[src/rtl/loader_pkg.sv]
// Shared types and constants for the UART program loader.
// The CHECK state exists only when LOADER_CHECKSUM_EN is defined.
package loader_pkg;

    localparam int unsigned BYTES_PER_WORD  = 4;
    localparam int unsigned UART_DATA_BITS  = 8;
    localparam logic        UART_STOP_LEVEL = 1'b1;

    typedef enum logic [2:0] {
        CNT_LO,
        CNT_HI,
        DATA,
`ifdef LOADER_CHECKSUM_EN
        CHECK,
`endif
        DONE,
        ERROR
    } loader_state_e;

    typedef enum logic [1:0] {
        RX_IDLE,
        RX_START,
        RX_DATA,
        RX_STOP
    } rx_state_e;

endpackage

[src/rtl/uart_program_loader_if.sv]
// Program-memory write port driven by the loader.
interface uart_program_loader_if;
    logic        Prog_Write_o;
    logic [31:0] Prog_Address_o;
    logic [31:0] Prog_Data_o;

    modport master (output Prog_Write_o, output Prog_Address_o, output Prog_Data_o);
    modport slave  (input  Prog_Write_o, input  Prog_Address_o, input  Prog_Data_o);
endinterface

[src/rtl/uart_rx_byte.sv]
// 8N1 UART byte receiver: 2-flop synchronizer, mid-bit sampling via a
// down-counting bit timer, one-cycle byte_valid / frame_err pulses.
module uart_rx_byte
    import loader_pkg::*;
#(
    parameter int CLKS_PER_BIT = 434
) (
    input  logic       clk,
    input  logic       reset,
    input  logic       rx_i,
    output logic       byte_valid_o,
    output logic [7:0] byte_o,
    output logic       frame_err_o
);
    localparam int TW = $clog2(CLKS_PER_BIT);

    rx_state_e      state_q, state_d;
    logic           rx_meta_q, rx_sync_q, rx_prev_q;
    logic [TW-1:0]  timer_q;
    logic [2:0]     bit_cnt_q;
    logic [7:0]     shift_q;
    logic           tc, falling;

    assign tc      = (timer_q == '0);
    assign falling = rx_prev_q & ~rx_sync_q;

    always_ff @(posedge clk or posedge reset) begin
        if (reset) state_q <= RX_IDLE;
        else       state_q <= state_d;
    end

    always_comb begin
        state_d = state_q;
        unique case (state_q)
            RX_IDLE:  if (falling) state_d = RX_START;
            RX_START: if (tc) state_d = rx_sync_q ? RX_IDLE : RX_DATA;
            RX_DATA:  if (tc && bit_cnt_q == 3'(UART_DATA_BITS - 1)) state_d = RX_STOP;
            RX_STOP:  if (tc) state_d = RX_IDLE;
            default:  state_d = RX_IDLE;
        endcase
    end

    always_comb begin
        byte_valid_o = (state_q == RX_STOP) && tc && (rx_sync_q == UART_STOP_LEVEL);
        frame_err_o  = (state_q == RX_STOP) && tc && (rx_sync_q != UART_STOP_LEVEL);
        byte_o       = shift_q;
    end

    // Idle keeps the timer preloaded to half a bit so the start bit is re-checked mid-bit.
    always_ff @(posedge clk or posedge reset) begin
        if (reset) begin
            rx_meta_q <= 1'b1;
            rx_sync_q <= 1'b1;
            rx_prev_q <= 1'b1;
            timer_q   <= '0;
            bit_cnt_q <= '0;
            shift_q   <= '0;
        end else begin
            rx_meta_q <= rx_i;
            rx_sync_q <= rx_meta_q;
            rx_prev_q <= rx_sync_q;
            if (state_q == RX_IDLE)
                timer_q <= TW'(CLKS_PER_BIT / 2 - 1);
            else if (tc)
                timer_q <= TW'(CLKS_PER_BIT - 1);
            else
                timer_q <= timer_q - 1'b1;
            if (state_q == RX_START)
                bit_cnt_q <= '0;
            else if (state_q == RX_DATA && tc) begin
                bit_cnt_q <= bit_cnt_q + 3'd1;
                shift_q   <= {rx_sync_q, shift_q[7:1]};
            end
        end
    end

endmodule

[src/rtl/uart_program_loader.sv]
// Boot loader: receives a length-prefixed program image over UART, writes it
// to program memory and releases the core. LOADER_CHECKSUM_EN adds an XOR trailer check.
module uart_program_loader
    import loader_pkg::*;
#(
    parameter int CLKS_PER_BIT         = 434,
    parameter int PROGRAM_MEMORY_DEPTH = 64
) (
    input  logic                    clk,
    input  logic                    reset,
    input  logic                    Rx_i,
    uart_program_loader_if.master   prog,
    output logic                    Core_Reset_o,
    output logic                    Load_Done_o,
    output logic                    Error_o
);
`ifdef LOADER_CHECKSUM_EN
    localparam loader_state_e AFTER_IMAGE = CHECK;
`else
    localparam loader_state_e AFTER_IMAGE = DONE;
`endif

    loader_state_e state_q, state_d;
    logic          byte_valid, frame_err;
    logic [7:0]    rx_byte;
    logic [15:0]   n_q, word_idx_q;
    logic [15:0]   n_full;
    logic [1:0]    byte_idx_q;
    logic [23:0]   word_q;
    logic          write_q;
    logic [31:0]   addr_q, data_q;
`ifdef LOADER_CHECKSUM_EN
    logic [7:0]    csum_q;
`endif

    uart_rx_byte #(.CLKS_PER_BIT(CLKS_PER_BIT)) u_rx (
        .clk          (clk),
        .reset        (reset),
        .rx_i         (Rx_i),
        .byte_valid_o (byte_valid),
        .byte_o       (rx_byte),
        .frame_err_o  (frame_err)
    );

    assign n_full = {rx_byte, n_q[7:0]};

    always_ff @(posedge clk or posedge reset) begin
        if (reset) state_q <= CNT_LO;
        else       state_q <= state_d;
    end

    always_comb begin
        state_d = state_q;
        unique case (state_q)
            CNT_LO: begin
                if (frame_err)       state_d = ERROR;
                else if (byte_valid) state_d = CNT_HI;
            end
            CNT_HI: begin
                if (frame_err) state_d = ERROR;
                else if (byte_valid) begin
                    if ({16'b0, n_full} > 32'(PROGRAM_MEMORY_DEPTH)) state_d = ERROR;
                    else if (n_full == 16'd0)                        state_d = AFTER_IMAGE;
                    else                                             state_d = DATA;
                end
            end
            DATA: begin
                if (frame_err) state_d = ERROR;
                else if (write_q && word_idx_q == n_q - 16'd1) state_d = AFTER_IMAGE;
            end
`ifdef LOADER_CHECKSUM_EN
            CHECK: begin
                if (frame_err)       state_d = ERROR;
                else if (byte_valid) state_d = (rx_byte == csum_q) ? DONE : ERROR;
            end
`endif
            default: state_d = state_q;
        endcase
    end

    always_comb begin
        prog.Prog_Write_o   = write_q;
        prog.Prog_Address_o = addr_q;
        prog.Prog_Data_o    = data_q;
        Core_Reset_o        = (state_q != DONE);
        Load_Done_o         = (state_q == DONE);
        Error_o             = (state_q == ERROR);
    end

    // The first three bytes of a word collect in word_q; the fourth completes it straight into data_q.
    always_ff @(posedge clk or posedge reset) begin
        if (reset) begin
            n_q        <= '0;
            word_idx_q <= '0;
            byte_idx_q <= '0;
            word_q     <= '0;
            write_q    <= 1'b0;
            addr_q     <= '0;
            data_q     <= '0;
`ifdef LOADER_CHECKSUM_EN
            csum_q     <= '0;
`endif
        end else begin
            write_q <= 1'b0;
            if (byte_valid && state_q == CNT_LO) n_q[7:0]  <= rx_byte;
            if (byte_valid && state_q == CNT_HI) n_q[15:8] <= rx_byte;
            if (byte_valid && state_q == DATA) begin
                byte_idx_q <= byte_idx_q + 2'd1;
                word_q     <= {rx_byte, word_q[23:8]};
                if (byte_idx_q == 2'(BYTES_PER_WORD - 1)) begin
                    write_q <= 1'b1;
                    data_q  <= {rx_byte, word_q};
                    addr_q  <= {14'b0, word_idx_q, 2'b00};
                end
            end
            if (write_q) word_idx_q <= word_idx_q + 16'd1;
`ifdef LOADER_CHECKSUM_EN
            if (byte_valid && (state_q == CNT_LO || state_q == CNT_HI || state_q == DATA))
                csum_q <= csum_q ^ rx_byte;
`endif
        end
    end

endmodule

[src/flat_wrapper.sv]
// flat-port wrapper written by rule: the top's interface ports become plain ports
module uart_program_loader_flat import loader_pkg::*;
#(
    parameter int CLKS_PER_BIT         = 434,
    parameter int PROGRAM_MEMORY_DEPTH = 64
)
  (clk, reset, Rx_i, Core_Reset_o, Load_Done_o, Error_o, prog_Prog_Write_o, prog_Prog_Address_o, prog_Prog_Data_o);
  uart_program_loader_if prog_i ();
  input  logic clk;
  input  logic reset;
  input  logic Rx_i;
  output logic Core_Reset_o;
  output logic Load_Done_o;
  output logic Error_o;
  output wire logic [$bits(prog_i.Prog_Write_o)-1:0] prog_Prog_Write_o;
  output wire logic [$bits(prog_i.Prog_Address_o)-1:0] prog_Prog_Address_o;
  output wire logic [$bits(prog_i.Prog_Data_o)-1:0] prog_Prog_Data_o;
  assign prog_Prog_Write_o = prog_i.Prog_Write_o;
  assign prog_Prog_Address_o = prog_i.Prog_Address_o;
  assign prog_Prog_Data_o = prog_i.Prog_Data_o;
  uart_program_loader #(.CLKS_PER_BIT(CLKS_PER_BIT), .PROGRAM_MEMORY_DEPTH(PROGRAM_MEMORY_DEPTH)) u_core (.clk(clk), .reset(reset), .Rx_i(Rx_i), .prog(prog_i), .Core_Reset_o(Core_Reset_o), .Load_Done_o(Load_Done_o), .Error_o(Error_o));
endmodule
[config.mk]
export PLATFORM = sky130hd
export DESIGN_NAME = uart_program_loader_flat
export DESIGN_NICKNAME = d
export VERILOG_FILES = /design/src/rtl/loader_pkg.sv /design/src/rtl/uart_program_loader_if.sv /design/src/rtl/uart_rx_byte.sv /design/src/rtl/uart_program_loader.sv /design/src/flat_wrapper.sv
export SDC_FILE = /design/constraint.sdc
export NUM_CORES = 1
export LEC_CHECK = 0
export ABC_AREA = 1
export BUFFER_PORTS_ARGS = -buffer_cell sky130_fd_sc_hd__buf_2
export CORE_ASPECT_RATIO = 2
export CORE_MARGIN = 1
export CORE_UTILIZATION = 45
export CTS_BUF_LIST = sky130_fd_sc_hd__clkbuf_8
export CTS_CLUSTER_SIZE = 28
export DETAILED_ROUTE_END_ITERATION = 10
export PLACE_DENSITY = 0.63
export SLEW_MARGIN = 20
export SYNTH_ARGS = -nofsm -noshare
export SYNTH_HDL_FRONTEND = slang
export SYNTH_SLANG_ARGS = --single-unit
[constraint.sdc]
create_clock -name clk -period 12.1 [get_ports clk]
set_input_delay 1.815 -clock clk [delete_from_list [all_inputs] [get_ports clk]]
set_output_delay 1.815 -clock clk [all_outputs]
set_load 0.02 [all_outputs]
==> results.env, run 1 <==
STATUS='complete, but fails checks'
FAILED_CHECKS='design-rule violations'
CLK-INSERTION-DELAY-LATE_PS=440
CTS_H_TREE_DEPTH=4
WORST-R2R-CELL-COUNT=12
IO_PINS=71
HOLD_SLACK_PS=365
ANTENNA_VIOLATIONS_BEFORE_REPAIR=0
SYNTH.YOSYS.WARNINGS=0
N_ANTENNA_CELL=0
SYNTHDISTINCTLIBCELLS=32
SYNTH_EDF_COUNT=0
GR_USAGE_TOTAL_PCT=19.9
SHARE_OF_FINAL_LAYOUT_STANDARD_CELLS_STRONGER_THAN_DRIVE_STRENGTH_1_PCT=14.1
MOSTFREQUENTLAYOUTCELLS='nand2_1, dfrtp_1, inv_1, o21ai_0, buf_2'
SETUP_REPAIR_AFTER_GLOBAL_ROUTING_MISSED_ITS_MARGIN='no'
SLEW_WORST_PIN_PS=774
WORST-R2R-SETUP-SLACK_PS=8760
CP.REQUIRED_PS=12400
CTS-BUFFERS-INSERTED=17
VIAS_PER_CELL=4.97
P_SW_uW=226
FINALCRITPERIODSHARE_PCT=27.6
DETAIL_ROUTE.DRC_VIOLATIONS=6
CTS_SINKS=135
TIMING_MAX_TRANSITION_VIOLATIONS_FINAL=0
SYNTH-SEQ-AREA-SHARE_PCT=54.8
POST_CTS_SETUP_BUFFER_COUNT=0
TIMING.RR.START='u_core.u_rx.timer_q[0]$_DFF_PP0_'
ANTENNA_VIOLATION_NET_COUNT_AFTER_DETAILED_ROUTING=0
SYNTH_TOP_CELL_BY_AREA='dfrtp_1'
HOLDCRITPATHCLASS='flop to flop'
AREA_ADDED_BETWEEN_SYNTHESIS_AND_FINISH_PCT=12.6
POWER_SWITCHING_SHARE_PCT=23.2
CAPTURING_POINT_OF_THE_WORST_REG2REG_PATH='u_core.prog.Prog_Data_o[28]$_DFFE_PP0P_'
TOTAL_VIAS_IN_THE_FINAL_ROUTE=4656
YOSYS_REGISTER_BITS=135
PIN_COUNT_OF_THE_BIGGEST_NET_ENTERING_GLOBAL_ROUTING=75
FINAL.SETUP_SKEW_PS=14.5
CRITPATHKIND='flop to flop'
DESIGN.FINAL.NETS=779
CTS_RESIZED=0
OVERFLOW=0
RATIO_OF_TOTAL_POWER_TO_CELL_AREA_mW_PER_MM2=140
SETUP_TNS_PS=0
WORST_SETUP_PATH_START_KIND='flop'
FINALWORSTPATHREQUIREDPERIOD_PS=3340
CLOCK_POWER_SHARE_PCT=45.0
SYNTHDOMINANTCELLAREASHARE_PCT=53.5
CRITPATHARRIVALTIME_PS=3640
SYNTH_INSTANCES=713
DRT_ITER0_MARKERS=318
TOTAL_DIE_AREA_MM2=0.0142
DRT_WL_TOTAL_MM=12.9
TOTAL_POWER_uW=974
CTS_HOLD_BUFFERS=0
FINAL-INSTANCE-COUNT-EXCL-FILL=937
CRITICAL_PATH.STARTPOINT='u_core.u_rx.timer_q[0]$_DFF_PP0_'
TIMING.CRITICAL_PATH.TO_TYPE='flop'
DIE-HEIGHT_UM=168
CLOCK_PATH_BUFFERS=2
SYNTH_ASYNC_SR_FLOP_SHARE_PCT=100
DIE-WIDTH_UM=84.8
SYN-MEAN-INSTANCE-AREA_UM2=8.66
REPORT.FINAL.HOLD_VIOL_COUNT=0
MAX_FREQ_MHz=299
P_LEAK_uW=0.00367
PLACE.DETAILED.INSTANCES=905
SLEW_HEADROOM_PCT=48.4
CTS_TREE='done'
GRT_FIRST_PASS_WIRELENGTH_MM=21.9
PWR-SHARE-SEQ_PCT=49.2
FILLERS=1234
MOSTFREQUENTLAYOUTCELL='nand2_1'
IRDROPWORSTVDD_mV=0.0902
ROUTABILITYCONGESTION=0.850
DRT_FIRST_PASS_ITERS=8
P_COMB_SHARE_PCT=5.9
CRITICAL_PATH.ENDPOINT='u_core.prog.Prog_Data_o[28]$_DFFE_PP0P_'
PORT_BUFFERS=54
CRIT_PATH_MAX_FANOUT=51
SYNTH_TOP_FLOP_CELL='dfrtp_1'
CTS-ROOT-BUF='clkbuf_8'
GRT_PASS1_VIAS=4651
CLKTRANSATPATHREGS_PS=80
PLACEABLECOREAREA_MM2=0.0134
DETAIL_ROUTED_NET_LENGTH_PER_STANDARD_CELL_UM=13.8
NETLIST_AREA_MM2=0.00617
HPWL_AFTER_DPL_MM=9.44
INITIAL_CORE_UTIL_PCT=45.9
PLACEMENTROWS=60
TIMING.MAX_CAP.VIOLATIONS=0
CELLINTERNALPOWER_uW=748
TIMING.FINAL.SETUP_VIOLATIONS=0
SYNTH_TOP_CELLS_BY_AREA='dfrtp_1, nand2_1, inv_1, o21ai_0, xor2_1'
==> flip-flops by register name (all words and copies together), names as in the netlist, 2 cells and up, named ones only <==
| signal | flops |
|---|---|
| u_core.byte_idx_q | 2 |
| u_core.u_rx.bit_cnt_q | 3 |
| u_core.word_idx_q | 16 |
| u_core.word_q | 24 |
| u_core.u_rx.byte_o | 8 |
| u_core.n_q | 16 |
| u_core.state_q | 3 |
| u_core.u_rx.timer_q | 9 |
| u_core.prog.Prog_Data_o | 32 |
| u_core.prog.Prog_Address_o | 16 |
==> cells in the mapped netlist, types with 5 or more instances <==
cell and number:
o21ai_2 10, nand3b_1 5, xor2_1 24, clkbuf_1 8, dfrtp_1 132, buf_4 16
buf_6 6, nand3_1 13, ha_1 7, nand4_1 9, o21ai_0 58, nor2_1 49
o21ai_1 28, a21oi_1 6, nor3_1 11, inv_1 80, nand2_1 224
==> per-layer routing <==
layer	up-vias	share of wire, %	global-route usage, %
li1	2325	-	-
met1	2182	39	21.5
met2	113	54	35.9
met4	0	3.7	10.7
met3	36	3.2	3.99
met5	-	0	0
==> layout make-up <==
type	instances	area, µm²	area share, %
Sequential cell	135	3380	48.7
Inverter	82	313	4.50
Tap cell	155	194	2.79
Timing Repair Buffer	56	285	4.11
Clock buffer	20	275	3.96
Multi-Input combinational cell	477	2300	33.1
Clock inverter	12	198	2.84
==> cell families (layout without fill, tap and decap cells) <==
logic type / Yosys count / after routing / synth area share [%]
other: 1 / 16 / 0.0607
adders and majority gates: 7 / 7 / 1.42
and+or+nand+nor: 321 / 321 / 21.4
AOI/OAI and AO/OA: 105 / 105 / 9.34
xor gates and xnor gates: 28 / 28 / 4.20
buffers and inverters: 116 / 170 / 8.84
DFF: 135 / 135 / 54.8
==> per-stage QoR <==
stage	area (µm²)	setup slack, ps	utilization, %
floorplan	6230	6680	-
global placement	6480	8840	48.2
detailed placement	6480	8770	48.2
CTS	6950	8740	51.7
global route	6950	8310	51.7
finish	6950	8760	51.7
==> worst max-delay path, cell delays in order, from the launching register on <==
cell and delay, ps:
dfrtp_1 380, inv_1 70, ha_1 210, nand3_2 140
nor3_4 380, nand3_2 170, nor2_2 150, nand2_2 440
inv_2 200, nand2_2 370, buf_4 450, nand2_1 110
o21ai_0 90
==> worst min-delay path by stage <==
stage | from | to | slack (ps) | cells past startpoint
final | u_core.u_rx.rx_meta_q$_DFF_PP1_ | u_core.u_rx.rx_sync_q$_DFF_PP1_ | 360 | 0
after global routing | u_core.u_rx.rx_meta_q$_DFF_PP1_ | u_core.u_rx.rx_sync_q$_DFF_PP1_ | 370 | 0
after CTS | u_core.u_rx.rx_meta_q$_DFF_PP1_ | u_core.u_rx.rx_sync_q$_DFF_PP1_ | 360 | 0
after detailed placement | u_core.u_rx.rx_meta_q$_DFF_PP1_ | u_core.u_rx.rx_sync_q$_DFF_PP1_ | 350 | 0
after global placement | u_core.u_rx.rx_meta_q$_DFF_PP1_ | u_core.u_rx.rx_sync_q$_DFF_PP1_ | 350 | 0
after floorplan | u_core.u_rx.rx_meta_q$_DFF_PP1_ | u_core.u_rx.rx_sync_q$_DFF_PP1_ | 350 | 0
==> power groups by stage <==
stage,sequential (µW),clock [µW],combinational (µW)
after floorplan,485,0,51.6
after global placement,487,0,56.5
after detailed placement,488,0,58.5
after CTS,479,446,58.6
after global routing,481,465,65.8
final,479,438,57.1
No activity file was read; power rests on OpenSTA's default activity.
==> run 2, diff against run 1 <==
clock period = 3.39 ns   (was 12.1 ns; I/O delays follow)
==> run 2 against run 1 <==
  * The run still ends with design-rule violations left
  * Largest cell class unchanged
  * Sequential power rose to 3.6 times the previous value
  * Critical path depth unchanged
  * Hold slack worse by 200 ps
  * Clock power rose to 3.3 times the previous value
  * Final cell count up 0.11%
  * Combinational power rose to 3.6 times the previous value
  * Critical endpoint is now u_core.prog.Prog_Data_o[27]$_DFFE_PP0P_
  * Sequential cell count unchanged
  * Count of clock-buffer cells in the layout down 3
  * Fmax up 31%
==> results.env, run 2 (synthesized netlist as in run 1, its figures left out) <==
NUMBER_OF_FLIP_FLOPS_IN_THE_LARGEST_REGISTER=32  # unchanged
TIMING_MAX_TRANSITION_VIOLATIONS_FINAL=0  # unchanged
TOTAL_DIE_AREA_MM2=0.0142  # unchanged
DETAIL_ROUTED_NET_LENGTH_PER_STANDARD_CELL_UM=13.8  # +0.19%
SLEW_HEADROOM_PCT=41.4  # -7.1 points
DETAIL_ROUTE.DRC_VIOLATIONS=5  # -1
CTS_TREE='done'
DIE-WIDTH_UM=84.8  # unchanged
IO_PINS=71  # unchanged
ANTENNA_VIOLATION_NET_COUNT_AFTER_DETAILED_ROUTING=0  # unchanged
PIN_COUNT_OF_THE_BIGGEST_NET_ENTERING_GLOBAL_ROUTING=136  # +81%
CTS-ROOT-BUF='clkbuf_8'
SLEW_WORST_PIN_PS=880  # +106 ps
OVERFLOW=0  # unchanged
DESIGN.FINAL.NETS=780  # +0.13%
DRT_WL_TOTAL_MM=12.9  # +0.29%
TIMING.CRITICAL_PATH.TO_TYPE='flop'
FINAL.SETUP_SKEW_PS=14.2  # -0.349 ps
POST_CTS_SETUP_BUFFER_COUNT=0  # unchanged
TIMING.MAX_CAP.VIOLATIONS=0  # unchanged
WORST-R2R-SETUP-SLACK_PS=830  # -7930 ps
WL_MET1_MM=5.18  # +1.8%
SETUP_TNS_PS=0  # unchanged
SHARE_OF_FINAL_LAYOUT_STANDARD_CELLS_STRONGER_THAN_DRIVE_STRENGTH_1_PCT=14.4  # +0.37 points
INITIAL_CORE_UTIL_PCT=45.9  # unchanged
RATIO_OF_TOTAL_POWER_TO_CELL_AREA_mW_PER_MM2=484  # +250%
PLACEMENTROWS=60  # unchanged
CRIT_PATH_MAX_FANOUT=85  # +67%
MOSTFREQUENTLAYOUTCELL='nand2_1'
PLACEABLECOREAREA_MM2=0.0134  # unchanged
P_LEAK_uW=0.00363  # -1.1%
POST-ROUTE-UTIL_PCT=51.5  # -0.23 points
TOTAL_VIAS_IN_THE_FINAL_ROUTE=4662  # +0.13%
PORT_BUFFERS=54  # unchanged
CLKTRANSATPATHREGS_PS=80  # about the same
CP.REQUIRED_PS=3670  # -8730 ps
FAILED_CHECKS='design-rule violations'
TIMING.RR.START='u_core.u_rx.timer_q[0]$_DFF_PP0_'
GRT_PASS1_VIAS=4621  # -0.65%
WORST-R2R-CELL-COUNT=12  # unchanged
GRT_FIRST_PASS_WIRELENGTH_MM=21.7  # -0.69%
HOLD_SLACK_PS=167  # -197 ps
DIE-HEIGHT_UM=168  # unchanged
HOLDCRITPATHCLASS='input port to flop'
CRITICAL_PATH.STARTPOINT='u_core.u_rx.timer_q[0]$_DFF_PP0_'
GR_USAGE_TOTAL_PCT=19.8  # -0.16 points
N_ANTENNA_CELL=0  # unchanged
FINALWORSTPATHREQUIREDPERIOD_PS=2560  # -784 ps
CRITPATHARRIVALTIME_PS=2840  # -800 ps
FINALCRITPERIODSHARE_PCT=75.4  # +48 points
WORST_SETUP_PATH_START_KIND='flop'
MET2ROUTEDLENGTH_MM=6.96  # +0.64%
ROUTED-WL-MET3_UM=432  # +3.8%
ROUTABILITYCONGESTION=0.885  # +4.1%
DRT_FIRST_PASS_ITERS=11  # +3
SETUP_REPAIR_AFTER_GLOBAL_ROUTING_MISSED_ITS_MARGIN='no'
MOSTFREQUENTLAYOUTCELLS='nand2_1, dfrtp_1, inv_1, o21ai_0, buf_2'
CLOCK_PATH_BUFFERS=2  # unchanged
HIGHEST_ROUTED_LAYER='met4'
DRT_ITER0_MARKERS=278  # -13%
CTS_RESIZED=0  # unchanged
AREA_ADDED_BETWEEN_SYNTHESIS_AND_FINISH_PCT=12.1
ANTENNA_VIOLATIONS_BEFORE_REPAIR=0  # unchanged
REPORT.FINAL.HOLD_VIOL_COUNT=0  # unchanged
TIMING.FINAL.SETUP_VIOLATIONS=0  # unchanged
CAPTURING_POINT_OF_THE_WORST_REG2REG_PATH='u_core.prog.Prog_Data_o[27]$_DFFE_PP0P_'
CTS_HOLD_BUFFERS=0  # unchanged
HPWL_AFTER_DPL_MM=9.11  # -3.5%
MAX_FREQ_MHz=391  # +31%
CRITPATHKIND='flop to flop'
CTS_H_TREE_DEPTH=4  # unchanged
IRDROPWORSTVDD_mV=0.297  # +230%
VIAS_PER_CELL=4.97  # about the same
CRITICAL_PATH.ENDPOINT='u_core.prog.Prog_Data_o[27]$_DFFE_PP0P_'
STATUS='complete, but fails checks'
CTS_SINKS=135  # unchanged
CTS-BUFFERS-INSERTED=17  # unchanged
CLK-INSERTION-DELAY-LATE_PS=440  # about the same
run 2: layout make-up:
| type | instances | area, µm² |
|---|---|---|
| inverter | 82 | 312 |
| timing repair buffer | 57 | 305 |
| clock inverter | 15 | 189 |
| tap | 155 | 194 |
| sequential | 135 | 3380 |
| fill | 1267 | 6520 |
| multi-input combinational | 477 | 2300 |
| clock buffer | 17 | 234 |
run 2: how the worst min path moves through the flow:
| stage | startpoint | endpoint | slack (ps) | cells after the start |
|---|---|---|---|---|
| after floorplan | u_core.u_rx.rx_meta_q$_DFF_PP1_ | u_core.u_rx.rx_sync_q$_DFF_PP1_ | 350 | 0 |
| after global routing | Rx_i | u_core.u_rx.rx_meta_q$_DFF_PP1_ | 140 | 1 |
| after global placement | u_core.u_rx.rx_meta_q$_DFF_PP1_ | u_core.u_rx.rx_sync_q$_DFF_PP1_ | 350 | 0 |
| final | Rx_i | u_core.u_rx.rx_meta_q$_DFF_PP1_ | 170 | 1 |
| after detailed placement | u_core.u_rx.rx_meta_q$_DFF_PP1_ | u_core.u_rx.rx_sync_q$_DFF_PP1_ | 350 | 0 |
| after CTS | Rx_i | u_core.u_rx.rx_meta_q$_DFF_PP1_ | 140 | 1 |
run 2: power by group:
part | leakage (µW) | switching [µW] | internal (µW)
Combinational | 0.00157 | 138 | 70.3
Sequential | 0.00185 | 46.1 | 1670
Clock | 0.000202 | 682 | 743
Total | 0.00363 | 866 | 2480
run 2: layer usage:
layer / GRT usage (%) / vias up
met3: 3.45 / 25
met5: 0 / -
met1: 22.4 / 2205
li1: - / 2329
met2: 35.3 / 103
met4: 9.65 / 0
run 2: worst max-delay path, stage by stage, from the launching register on:
cell and delay [ps]:
dfrtp_1 380, inv_1 70, ha_1 220, nand3_2 150, nor3_4 390, nand3_2 170, nor2_2 160, nand2_2 70
inv_2 70, nand2_2 40, buf_4 360, nand2_1 140, o21ai_0 100
run 2: per-stage QoR:
stage               cell area (µm²)  instances  setup WS, ps  total power, µW
finish                         6920        938           833             3350
global route                   6920        938           554             3490
CTS                            6920        938           840             3380
detailed placement             6490        906           879             1960
global placement               6490        906           996             1940
floorplan                      6230        728          1200             1920
==> run 3, diff against run 2 <==
clock period = 2.4 ns   (was 3.39 ns; I/O delays follow)
==> run 3 against run 2 <==
  * The run still ends with design-rule violations left
  * Clock skew is 1.3 ps lower
  * Critical path depth did not move
  * Critical path type unchanged
  * Largest power group unchanged
  * Sequential cell count stayed put
  * Worst setup slack got worse by 610 ps
  * Sequential share of layout area fell by 0.71 points
==> results.env, run 3 (synthesized netlist as in run 1, its figures left out) <==
POST_CTS_SETUP_BUFFER_COUNT=0  # unchanged
DRT_ITER0_MARKERS=294  # +5.8%
ANTENNA_VIOLATIONS_BEFORE_REPAIR=0  # unchanged
AREA_ADDED_BETWEEN_SYNTHESIS_AND_FINISH_PCT=13.7
CLK-INSERTION-DELAY-LATE_PS=440  # about the same
CRITPATHKIND='flop to flop'
CRITPATHMAXSTAGEDELAY_PS=400  # about the same
FINAL.SETUP.WORST_SLACK_PS=222  # -611 ps
SLEW_WORST_PIN_PS=689  # -190 ps
WORST_SETUP_PATH_START_KIND='flop'
P_LEAK_uW=0.00368  # +1.6%
GRT_FIRST_PASS_WIRELENGTH_MM=22.0  # +1.3%
CAPTURING_POINT_OF_THE_WORST_REG2REG_PATH='u_core.prog.Prog_Address_o[13]$_DFFE_PP0P_'
USE_MET3_PCT=4.24  # +0.79 points
WORST-R2R-CELL-COUNT=12  # unchanged
PORT_BUFFERS=54  # unchanged
ANTENNA_VIOLATION_NET_COUNT_AFTER_DETAILED_ROUTING=0  # unchanged
DETAIL_ROUTE.DRC_VIOLATIONS=5  # unchanged
CRITPATHARRIVALTIME_PS=2500  # -340 ps
MOSTFREQUENTLAYOUTCELLS='nand2_1, dfrtp_1, inv_1, o21ai_0, buf_2'
VIAS_PER_CELL=4.94  # -0.65%
WORST_PATH_MAX_DELAY_CELL='dfrtp_1'
CP.REQUIRED_PS=2720  # -950 ps
HOLDCRITPATHCLASS='input port to async pin'
TOTAL_POWER_uW=4660  # +39%
DIE-WIDTH_UM=84.8  # unchanged
TIMING.RR.START='u_core.u_rx.timer_q[0]$_DFF_PP0_'
FINALCRITPERIODSHARE_PCT=90.7  # +15 points
WORST-R2R-SETUP-SLACK_PS=220  # -610 ps
PIN_COUNT_OF_THE_BIGGEST_NET_ENTERING_GLOBAL_ROUTING=75  # -45%
TIMING.CRITICAL_PATH.TO_TYPE='flop'
CRITICAL_PATH.ENDPOINT='u_core.prog.Prog_Address_o[13]$_DFFE_PP0P_'
GR_USAGE_TOTAL_PCT=20.0  # +0.20 points
TIMING_MAX_TRANSITION_VIOLATIONS_FINAL=0  # unchanged
CTS-BUFFERS-INSERTED=17  # unchanged
CLKTRANSATPATHREGS_PS=90  # about the same
FINAL.SETUP_SKEW_PS=12.9  # -1.29 ps
TIMING.MAX_CAP.VIOLATIONS=0  # unchanged
FAILED_CHECKS='design-rule violations'
DIE-HEIGHT_UM=168  # unchanged
RATIO_OF_TOTAL_POWER_TO_CELL_AREA_mW_PER_MM2=664  # +37%
CRITICAL_PATH.STARTPOINT='u_core.u_rx.timer_q[0]$_DFF_PP0_'
CTS_SINKS=135  # unchanged
OVERFLOW=0  # unchanged
MOSTFREQUENTLAYOUTCELL='nand2_1'
CTS_H_TREE_DEPTH=4  # unchanged
TIMING.FINAL.SETUP_VIOLATIONS=0  # unchanged
DPL_CELL_AREA_MM2=0.00660  # +1.6%
STATUS='complete, but fails checks'
NUMBER_OF_FLIP_FLOPS_IN_THE_LARGEST_REGISTER=32  # unchanged
PLACEABLECOREAREA_MM2=0.0134  # unchanged
DRT_WL_TOTAL_MM=13.1  # +1.1%
IRDROPWORSTVDD_mV=0.506  # +70%
MAX_FREQ_MHz=459  # +17%
IO_PINS=71  # unchanged
CRIT_PATH_MAX_FANOUT=74  # -13%
GRT_MET1_USE_PCT=22.2  # -0.16 points
HPWL_AFTER_DPL_MM=9.65  # +5.9%
CTS_TREE='done'
PRECTSSETUPSLACK_PS=245  # -633 ps
CLOCK_PATH_BUFFERS=2  # unchanged
DETAIL_ROUTED_NET_LENGTH_PER_STANDARD_CELL_UM=13.8  # +0.27%
CP_CELL_SEQUENCE='inv_1, ha_1, nand3_2, nor3_4, nand3_2, nor2_2, nand2_2, inv_2, nand2_2, buf_12, nand2_1, o21ai_2'
SLEW_HEADROOM_PCT=54.0  # +13 points
TOTAL_VIAS_IN_THE_FINAL_ROUTE=4671  # +0.19%
ROUTABILITYCONGESTION=0.890  # +0.58%
PLACE.DETAILED.INSTANCES=913  # +0.77%
INITIAL_CORE_UTIL_PCT=45.9  # unchanged
FINALWORSTPATHREQUIREDPERIOD_PS=2180  # -379 ps
GRT_PASS1_VIAS=4577  # -0.95%
DESIGN.FINAL.NETS=788  # +1.0%
PLACEMENTROWS=60  # unchanged
M2_GR_USAGE_PCT=36.1  # +0.71 points
FINAL-INSTANCE-COUNT-EXCL-FILL=946  # +0.85%
SHARE_OF_FINAL_LAYOUT_STANDARD_CELLS_STRONGER_THAN_DRIVE_STRENGTH_1_PCT=15.3  # +0.87 points
FINAL_AREA_MM2=0.00702  # +1.5%
SETUP_TNS_PS=0  # unchanged
TOP_USAGE_LAYER='met2'
SETUP_REPAIR_AFTER_GLOBAL_ROUTING_MISSED_ITS_MARGIN='no'
N_ANTENNA_CELL=0  # unchanged
CTS-ROOT-BUF='clkbuf_8'
REPORT.FINAL.HOLD_VIOL_COUNT=0  # unchanged
TOTAL_DIE_AREA_MM2=0.0142  # unchanged
DRT_FIRST_PASS_ITERS=8  # -3
## run 3: worst min-delay path by stage
stage	startpoint	end
floorplan	u_core.u_rx.rx_meta_q$_DFF_PP1_	u_core.u_rx.rx_sync_q$_DFF_PP1_
global placement	u_core.u_rx.rx_meta_q$_DFF_PP1_	u_core.u_rx.rx_sync_q$_DFF_PP1_
detailed placement	u_core.u_rx.rx_meta_q$_DFF_PP1_	u_core.u_rx.rx_sync_q$_DFF_PP1_
CTS	reset	u_core.prog.Prog_Data_o[5]$_DFFE_PP0P_
global route	reset	u_core.prog.Prog_Data_o[5]$_DFFE_PP0P_
finish	reset	u_core.prog.Prog_Data_o[5]$_DFFE_PP0P_
## run 3: metrics by stage
step           utilization (%)  hold slack [ps]
3_5_place_dp              49.1              349
6_report                  52.2             7.87
5_1_grt                   52.2             30.9
2_1_floorplan                -              345
3_3_place_gp              49.1              346
4_1_cts                   52.2             4.29
## run 3: critical path: cells and delay by family (launching register included)
family	cells	cell delay [ps]
buf+inv	3	380
flops	1	400
fa+ha+maj	1	230
compound gates	1	60
simple gates	7	940
## run 3: power by group
group	switching [µW]	internal [µW]	leakage [µW]
clock network	951	978	0.000200
logic	201	110	0.00163
registers	65.1	2350	0.00185
## run 3: cell type report
cell class	instances	area (µm²)
clock buffers	18	248
clock inverters	14	163
fillers	1258	6420
inverters	82	312
multi-input cells	477	2300
flip-flops and latches	135	3380
well taps	155	194
repair buffers	65	418
## run 3: what timing repair did
item,in CTS,in global routing
endpoints found under the setup margin,0,3
hold buffers,1,0
endpoints found under the hold margin,1,0
gates resized for setup,0,1
## run 3: layer usage
layer / vias up / wire, µm
met4: 0 / 259
li1: 2339 / -
met5: - / 0
met1: 2209 / 5160
met2: 103 / 7260
met3: 20 / 395
